File: src/rtl/ifsram_read_gen_pkg.sv
// Shared ifmap SRAM geometry and read-FSM state encodings (also used by the fill side).
package ifsram_read_gen_pkg;

    localparam int IFMAP_SRAM_ADDBITS    = 11;
    localparam int IFMAP_SRAM_DATA_WIDTH = 64;
    localparam int IF_READ_LEN_BITS      = 12;
    localparam int IF_READ_FIFO_DEPTH    = 2;

    typedef enum logic [1:0] {
        IF_ST_IDLE  = 2'd0,
        IF_ST_READ  = 2'd1,
        IF_ST_DRAIN = 2'd2,
        IF_ST_DONE  = 2'd3
    } if_state_e;

endpackage

File: src/rtl/if_read_fifo2.sv
// 2-entry register FIFO; head is a register output, 0 cycles push-to-head visibility after edge.
// Push into a full FIFO is only taken together with a pop; pop on empty is ignored.
module if_read_fifo2 #(
    parameter int WIDTH = 64
) (
    input  logic             clk,
    input  logic             reset,
    input  logic             push_i,
    input  logic [WIDTH-1:0] push_dat_i,
    input  logic             pop_i,
    output logic [1:0]       count_o,
    output logic [WIDTH-1:0] head_o
);

    logic [WIDTH-1:0] mem_q [2];
    logic             wr_ptr_q;
    logic             rd_ptr_q;
    logic [1:0]       count_q;
    logic             pop_ok;
    logic             push_ok;
    logic [1:0]       count_d;

    assign pop_ok  = pop_i && (count_q != 2'd0);
    assign push_ok = push_i && ((count_q != 2'd2) || pop_ok);

    always_comb begin
        count_d = count_q;
        case ({push_ok, pop_ok})
            2'b10:   count_d = count_q + 2'd1;
            2'b01:   count_d = count_q - 2'd1;
            default: count_d = count_q;
        endcase
    end

    always_ff @(posedge clk or negedge reset) begin
        if (!reset) begin
            mem_q[0] <= '0;
            mem_q[1] <= '0;
            wr_ptr_q <= 1'b0;
            rd_ptr_q <= 1'b0;
            count_q  <= 2'd0;
        end else begin
            if (push_ok) begin
                mem_q[wr_ptr_q] <= push_dat_i;
                wr_ptr_q        <= ~wr_ptr_q;
            end
            if (pop_ok) begin
                rd_ptr_q <= ~rd_ptr_q;
            end
            count_q <= count_d;
        end
    end

    assign count_o = count_q;
    assign head_o  = mem_q[rd_ptr_q];

endmodule

File: src/rtl/ifsram_read_gen.sv
// Streams len words from the idle ifmap SRAM bank to the PE array; start->valid is 2 edges.
// PE backpressure is absorbed by a 2-word credit window (FIFO + in-flight read).
module ifsram_read_gen
    import ifsram_read_gen_pkg::*;
#(
    parameter int DATA_WIDTH = IFMAP_SRAM_DATA_WIDTH,
    parameter int ADDR_BITS  = IFMAP_SRAM_ADDBITS,
    parameter int LEN_BITS   = IF_READ_LEN_BITS
) (
    input  logic                  clk,
    input  logic                  reset,
    input  logic                  start_if_read,
    input  logic                  if_read_bank,
    input  logic [ADDR_BITS-1:0]  if_read_base_addr,
    input  logic [LEN_BITS-1:0]   if_read_len,
    output logic                  if_read_busy,
    output logic                  if_read_done,
    output logic                  cen_ifsram_b0,
    output logic                  cen_ifsram_b1,
    output logic                  wen_ifsram,
    output logic [ADDR_BITS-1:0]  addr_ifsram,
    input  logic [DATA_WIDTH-1:0] dout_sram_b0,
    input  logic [DATA_WIDTH-1:0] dout_sram_b1,
    output logic [DATA_WIDTH-1:0] pe_data_dout,
    output logic                  pe_valid_dout,
    input  logic                  pe_ready_din
);

    if_state_e             state_q, state_d;
    logic                  bank_q;
    logic [ADDR_BITS-1:0]  base_q;
    logic [LEN_BITS-1:0]   len_q;
    logic [LEN_BITS-1:0]   issued_q;
    logic                  inflight_q;

    logic [1:0]            fifo_cnt;
    logic [DATA_WIDTH-1:0] fifo_head;
    logic [DATA_WIDTH-1:0] rd_dat;
    logic                  pop;
    logic                  issue;
    logic                  issue_last;
    logic                  drain_empty;
    logic                  accept;
    logic [2:0]            owned;

    assign pop   = pe_valid_dout && pe_ready_din;
    // Words the FIFO will still hold after this edge, counting the read whose data lands next edge.
    assign owned = {1'b0, fifo_cnt} + {2'b00, inflight_q} - {2'b00, pop};

    assign accept      = (state_q == IF_ST_IDLE) && start_if_read;
    assign issue       = (state_q == IF_ST_READ) && (issued_q != len_q) && (owned < 3'd2);
    assign issue_last  = issue && ((issued_q + LEN_BITS'(1)) == len_q);
    assign drain_empty = !inflight_q && (fifo_cnt == (pop ? 2'd1 : 2'd0));

    always_comb begin
        state_d = state_q;
        case (state_q)
            IF_ST_IDLE: begin
                if (start_if_read) begin
                    state_d = (if_read_len == '0) ? IF_ST_DONE : IF_ST_READ;
                end
            end
            IF_ST_READ: begin
                if (issue_last) begin
                    state_d = IF_ST_DRAIN;
                end
            end
            IF_ST_DRAIN: begin
                if (drain_empty) begin
                    state_d = IF_ST_DONE;
                end
            end
            IF_ST_DONE: begin
                state_d = IF_ST_IDLE;
            end
            default: begin
                state_d = IF_ST_IDLE;
            end
        endcase
    end

    always_ff @(posedge clk or negedge reset) begin
        if (!reset) begin
            state_q    <= IF_ST_IDLE;
            bank_q     <= 1'b0;
            base_q     <= '0;
            len_q      <= '0;
            issued_q   <= '0;
            inflight_q <= 1'b0;
        end else begin
            state_q    <= state_d;
            inflight_q <= issue;
            if (accept) begin
                bank_q   <= if_read_bank;
                base_q   <= if_read_base_addr;
                len_q    <= if_read_len;
                issued_q <= '0;
            end else if (issue) begin
                issued_q <= issued_q + LEN_BITS'(1);
            end
        end
    end

    // Address wraps naturally at the bank size.
    assign addr_ifsram   = base_q + issued_q[ADDR_BITS-1:0];
    assign cen_ifsram_b0 = !(issue && !bank_q);
    assign cen_ifsram_b1 = !(issue && bank_q);
    assign wen_ifsram    = 1'b1;

    assign rd_dat = bank_q ? dout_sram_b1 : dout_sram_b0;

    if_read_fifo2 #(
        .WIDTH (DATA_WIDTH)
    ) u_fifo (
        .clk        (clk),
        .reset      (reset),
        .push_i     (inflight_q),
        .push_dat_i (rd_dat),
        .pop_i      (pop),
        .count_o    (fifo_cnt),
        .head_o     (fifo_head)
    );

    assign pe_valid_dout = (fifo_cnt != 2'd0);
    assign pe_data_dout  = fifo_head;
    assign if_read_busy  = (state_q != IF_ST_IDLE);
    assign if_read_done  = (state_q == IF_ST_DONE);

endmodule

File: config.mk
export PLATFORM = sky130hd
export DESIGN_NAME = ifsram_read_gen
export DESIGN_NICKNAME = d
export VERILOG_FILES = /design/src/rtl/ifsram_read_gen_pkg.sv /design/src/rtl/if_read_fifo2.sv /design/src/rtl/ifsram_read_gen.sv
export SDC_FILE = /design/constraint.sdc
export NUM_CORES = 1
export LEC_CHECK = 0
export ABC_AREA = 1
export BUFFER_PORTS_ARGS = -buffer_cell sky130_fd_sc_hd__buf_2
export CAP_MARGIN = 15
export CORE_MARGIN = 2
export CORE_UTILIZATION = 30
export CTS_BUF_LIST = sky130_fd_sc_hd__clkbuf_8
export CTS_CLUSTER_SIZE = 40
export DETAILED_ROUTE_END_ITERATION = 6
export SLEW_MARGIN = 25
export SYNTH_ARGS = -nofsm -noshare
export SYNTH_HDL_FRONTEND = slang
export SYNTH_SLANG_ARGS = --single-unit
export TNS_END_PERCENT = 1
File: constraint.sdc
create_clock -name clk -period 3.95 [get_ports clk]
set_input_delay 0.79 -clock clk [delete_from_list [all_inputs] [get_ports clk]]
set_output_delay 0.79 -clock clk [all_outputs]
set_load 0.05 [all_outputs]
---- Word level (Yosys, flattened, before mapping) ----
Cells that the tools add are included.
storage, ports and cells
  word-level logic and storage cells ...... 76
  register bits ........................... 171
  output and inout bits ................... 81
  input port bits ......................... 156
cells by class
  eq/ne operators ......................... 12
  reductions and logical operators ........ 23
  bitwise logic cells ..................... 4
  magnitude comparators ................... 4
  add/sub/neg operators ................... 6
  mux-type cells .......................... 16
operators with widths
  kind                                                                          count
  64-bit 2-to-1 mux                                                             5
  128-bit bitwise mux                                                           1
  64-bit demux with 1-bit select                                                1
  12-bit 2-to-1 mux                                                             2
  12-bit by 1-bit adder with 12-bit output, second input constant               1
  12-bit equality test                                                          1
  12-bit logical NOT                                                            1
  12-bit != test                                                                1
  11-bit adder                                                                  1
  1-bit logical AND                                                             11
  2-bit 2-to-1 mux                                                              4
  2-bit != test, second input constant                                          4
  2-bit case mux with 4 select lines                                            1
  2-bit nonzero test                                                            4
  2-bit equality test, second input constant                                    3
  2-bit by 1-bit equality test with 1-bit output, second input constant         2
  2-bit >= comparator, second input constant                                    2
  1-bit logical NOT                                                             4
  1-bit inverter with 2-bit output                                              2
  2-bit case mux with 2 select lines                                            1
  2-bit by 1-bit adder with 3-bit output                                        1
  3-bit by 2-bit less-than comparator with 1-bit output, second input constant  1
  3-bit AND reduction                                                           1
  3-bit by 1-bit subtractor with 3-bit output                                   1
  8 further kinds                                                               9

---- Depth between registers and ports, before layout ----
  depth in word-level cells ............... 8
  depth in mapped cells ................... 16
  depth with buffers taken out ............ 16

---- Modules after synthesis ----
From an unflattened synthesis, not the netlist that was laid out.
second synthesis, totals
  cell total of the unflattened synthesis .. 1321
  area total of the unflattened synthesis .. 9598.0 µm²
by module, submodules not included
  module           seq. area each (µm²)  cells an instance  area an instance (µm²)  times used
  if_read_fifo2    3303.2                710                5988.2                  1
  ifsram_read_gen  975.9                 611                3609.7                  1

---- Least setup slack after synthesis ----
Ideal clock, no wire load.
  path kind ............................... register -> output
  from .................................... register u_fifo.count_q[1], in the netlist u_fifo.count_o[1]
  to ...................................... output port cen_ifsram_b1
  data arrival time ....................... 2.976 ns
  path buffers ............................ 1
  stages on the path, launching flop included .. 14
  required time ........................... 3.160 ns
  path slack .............................. 0.184 ns
  path through ............................ dfrtp_1 -> inv_1 -> nand2_2 -> nand2_2 -> inv_1 -> ha_1 -> or2_2 -> fa_1 -> nand2_1 -> nor3b_1 -> nand2_4 -> inv_2 -> buf_6 -> nand2_1
between the ends
  word-level cells in the longest chain between the ends .. 7
  elaborated cells on any way between the ends .. 8
  classes of those cells .................. add/sub (2); order compare (1); reduce/logical (5)
ends and longest elaborated chain
  what                                                   RTL line                RTL
  from (decl)                                            if_read_fifo2.sv:18     logic [1:0] count_q;
  from (signal assigned)                                 if_read_fifo2.sv:50     count_q <= count_d;
  2-bit nonzero test                                     ifsram_read_gen.sv:124  assign pe_valid_dout = (fifo_cnt != 2'd0);
  named net pe_valid_dout                                ifsram_read_gen.sv:25   output logic pe_valid_dout,
  1-bit logical AND                                      ifsram_read_gen.sv:46   assign pop = pe_valid_dout && pe_ready_din;
  3-bit by 1-bit subtractor with 3-bit output            ifsram_read_gen.sv:48   assign owned = {1'b0, fifo_cnt} + {2'b00, inflight_q} - {2'b00, pop};
  3-bit by 2-bit less-than comparator with 1-bit output  ifsram_read_gen.sv:51   assign issue = (state_q == IF_ST_READ) && (issued_q != len_q) && (owned < 3'd2);
  1-bit logical AND                                      ifsram_read_gen.sv:51
  named net issue                                        ifsram_read_gen.sv:40   logic issue;
  1-bit logical AND                                      ifsram_read_gen.sv:107  assign cen_ifsram_b1 = !(issue && bank_q);
  1-bit logical NOT                                      ifsram_read_gen.sv:107
  to (decl)                                              ifsram_read_gen.sv:19   output logic cen_ifsram_b1,
The timed path passes the listed nets, and every way through them passes these cells.

---- Final worst setup path ----
  from .................................... register u_fifo.count_q[1], in the netlist u_fifo.count_o[1]
  to ...................................... output port cen_ifsram_b0
between the ends
  word-level cells in the longest chain between the ends .. 7
  elaborated cells on any way between the ends .. 8
  classes of those cells .................. add/sub (2); order compare (1); reduce/logical (5)
ends and longest elaborated chain
  what                                                                            RTL line                RTL
  branches (longest 2 deep; another with 2-bit by 1-bit adder with 3-bit output)  --
  3-bit by 1-bit subtractor with 3-bit output *                                   ifsram_read_gen.sv:48
  3-bit by 2-bit less-than comparator with 1-bit output *                         ifsram_read_gen.sv:51
  1-bit logical AND *                                                             ifsram_read_gen.sv:51
  1-bit logical AND *                                                             ifsram_read_gen.sv:106  assign cen_ifsram_b0 = !(issue && !bank_q);
  1-bit logical NOT *                                                             ifsram_read_gen.sv:106
  to (decl)                                                                       ifsram_read_gen.sv:18   output logic cen_ifsram_b0,
Mark *: on every way between the ends.

==> impl_metrics.csv <==
group,metric,value,unit
run_status,status,"finished, final reports clean",
floorplan,rows,64,
finish,fin_area,11500,um^2
floorplan,die_w,181,um
pwr,switching_share,51.1,%
pwr,ir_drop,0.000530,V
pwr,p_comb_share,57.4,%
timing,hold_ws,0.318,ns
drt,ant_nets,0,
yosys,synth_cell_type_count,37,
clock_tree,holdBufCountCts,0,
yosys,yosys_warnings,0,
clock_tree,clock_latency,0.46,ns
pwr,fin_total_pwr,10.4,mW
clock_tree,cts_made_buffers,17,
critical_path,timing.rr.start,"u_fifo.count_o[1]",
yosys,syn-num-nets,1213,
critical_path,reg2reg_slack,1.13,ns
drt,routed_wl,23000,um
timing,timing.final.crit_period,3.77,ns
clock_tree,cts_buffer_depth,2,
yosys,synth-edff-count,0,
finish,final_cell_mix,"nand2_1, buf_2, dfrtp_1, o21ai_0, inv_1",
drt,drt_iter0_drc,355,
pwr,seqPwrFrac,29.8,%
drt,vias_per_cell,4.52,
clock_tree,clkTransAtPathRegs,0.11,ns
place,place_area,11000,um^2
place,dp_slack,0.0638,ns
pwr,p_per_area,900,nW/um^2
finish,final_layout_size_suffix_gt1_share,34.5,%
finish,final_common_cell,"nand2_1",
yosys,async_reset_ff_share,100,%
critical_path,start_kind,"register",
place,io_buffer_count,235,
clock_tree,htree_levels,4,
timing,finalHoldViolations,0,
global_route,grt_max_degree,100,
critical_path,crit_arrival,2.98,ns
global_route,globalRoute.totalOverflow,0,
yosys,synth_ff_type,"dfrtp_1",
timing,tightest_slew,0.802,ns
clock_tree,cts_tree,"yes",
worst_hold_path,hp-class,"input port to async pin",
drt,wl_per_cell,13.8,um
timing,period_share,95.5,%
pwr,leakage,5.67,nW
critical_path,r2r-end,"state_q[1]",
floorplan,start_util,30.7,%
global_route,grt_pass1_vias,7453,
finish,final_nets,1435,
pwr,pwr-share-clk,12.9,%
pwr,switchingPower,5.30,mW
yosys,synth_area_leaders,"dfrtp_1, nand2_1, mux2_2, mux2_4, o21ai_0",
floorplan,die_h,181,um
timing,finClkSkew,0.0188,ns
timing,slew_headroom,46.6,%
critical_path,crit_type,"register to output pin",
timing,max_freq,265,MHz
yosys,synth_top_area_cell,"dfrtp_1",
finish,diodes,0,
yosys,synth_area,9430,um^2
timing,tns,0,ns
critical_path,crit_path_end_kind,"output pin",
drt,drc_errors,0,
critical_path,required,3.16,ns
timing,finalSetupViolCount,0,
yosys,synth_area_per_cell,9.11,um^2
timing,setup_ws,0.176,ns
yosys,ys_seq_elements,171,
finish,area_growth,22.2,%
critical_path,crit_fanout,4,
floorplan,io-pin-count,237,
yosys,synthCells,1036,
pwr,p_int,5.07,mW
clock_tree,cts_root_buffer,"clkbuf_8",
floorplan,die-area,32900,um^2
global_route,grt.total_usage,14.0,%
timing,final_max_slew_viol_count,0,
global_route,grt_pass1_wl,37300,um
critical_path,reg2regPathDepth,17,
drt,num_vias,7538,
global_route,antenna_found_initial,0,
place,gp_congestion,0.813,
place,dp_hpwl,16200,um
yosys,yosysSeqAreaShare,45.4,%
clock_tree,cts_num_sinks,171,
yosys,netlist.area_leader.share,45.4,%
flow_run,max_cap_viol_count,0,
drt,drt_pass1_iterations,4,
floorplan,coreArea,30700,um^2
[registers in the layout, indices dropped and copies added (netlist names)]
signal	count
u_fifo.mem_q	128
base_q	11
u_fifo.rd_ptr_q	1
len_q	12
bank_q	1
issued_q	12
u_fifo.wr_ptr_q	1
inflight_q	1
u_fifo.count_o	2
state_q	2
[stage by stage]
stage	instances	util (%)
after floorplan	1036	-
after global placement	1631	35.8
after detailed placement	1631	35.8
after CTS	1665	37.3
after global routing	1667	37.5
final	1667	37.5
[cell families after synthesis]
group / count (synthesis) / synth area share, %
other: 1 / 0.0398
DFF: 171 / 45.4
adders and majority gates: 21 / 2.94
buffers and inverters: 164 / 7.44
and+or+nand+nor: 364 / 16.0
xor gates and xnor gates: 23 / 2.14
AOI/OAI and AO/OA: 164 / 8.83
muxes: 128 / 17.2
[power by group through the flow]
stage	Clock, mW	Sequential [mW]	Combinational, mW
floorplan	0	2.90	4.87
global placement	0	3.10	5.85
detailed placement	0	3.13	5.92
CTS	1.40	3.09	5.98
global route	1.47	3.20	6.47
finish	1.33	3.09	5.95
[cells in the mapped netlist (all sizes together) (3+ instances only)]
cell type and number:
nand2 287, xor2 11, clkbuf 20, nor3b 3
nor3 5, nand3 24, a21oi 13, o21ai 145
nand4 3, dfrtp 171, inv 113, ha 19
buf 30, mux2 128, nor2 35, or2 3
nor4 3, xnor2 12
[layer usage]
layer | GRT usage (%) | vias up | routed length (um)
met5 | 0 | - | 0
met4 | 3.15 | 0 | 227
met3 | 2.76 | 13 | 984
met2 | 24.5 | 172 | 11200
met1 | 18.0 | 3571 | 10500
li1 | - | 3782 | -
[how the worst max path moves through the flow]
stage,from,endpoint,slack [ns],cells past startpoint
finish,u_fifo.count_o[1],cen_ifsram_b0,0.18,12
global route,u_fifo.count_o[1],cen_ifsram_b0,-0.01,12
CTS,u_fifo.count_o[1],cen_ifsram_b0,0.02,12
detailed placement,pe_ready_din,cen_ifsram_b0,0.06,11
global placement,pe_ready_din,cen_ifsram_b0,0.09,11
floorplan,u_fifo.count_o[1],cen_ifsram_b1,0.18,13
[final cells by class]
type	instances	area [um^2]
repair buffers	253	1380
multi-input cells	701	4490
clock inverters	15	214
well taps	396	495
flip-flops and latches	171	4280
inverters	114	428
fillers	3188	19200
clock buffers	17	234
[critical path: stages, from the launching register on]
cell and delay, ns:
dfrtp_1 0.41, inv_2 0.09, nand2_2 0.08, nand2_4 0.08, inv_1 0.08, ha_4 0.22
or2_4 0.25, fa_1 0.48, nand2_1 0.06, nor3b_2 0.24, nand2_4 0.08, or2_2 0.30
buf_8 0.16
[repair_timing]
action                                  CTS  global route
hold endpoints to repair                  0             0
buffers inserted                          2             2
resized for setup                         4             4
pin swaps                                 1             1
endpoints found under the setup margin    2             2
Note: power is estimated with default switching activity, not from simulation.
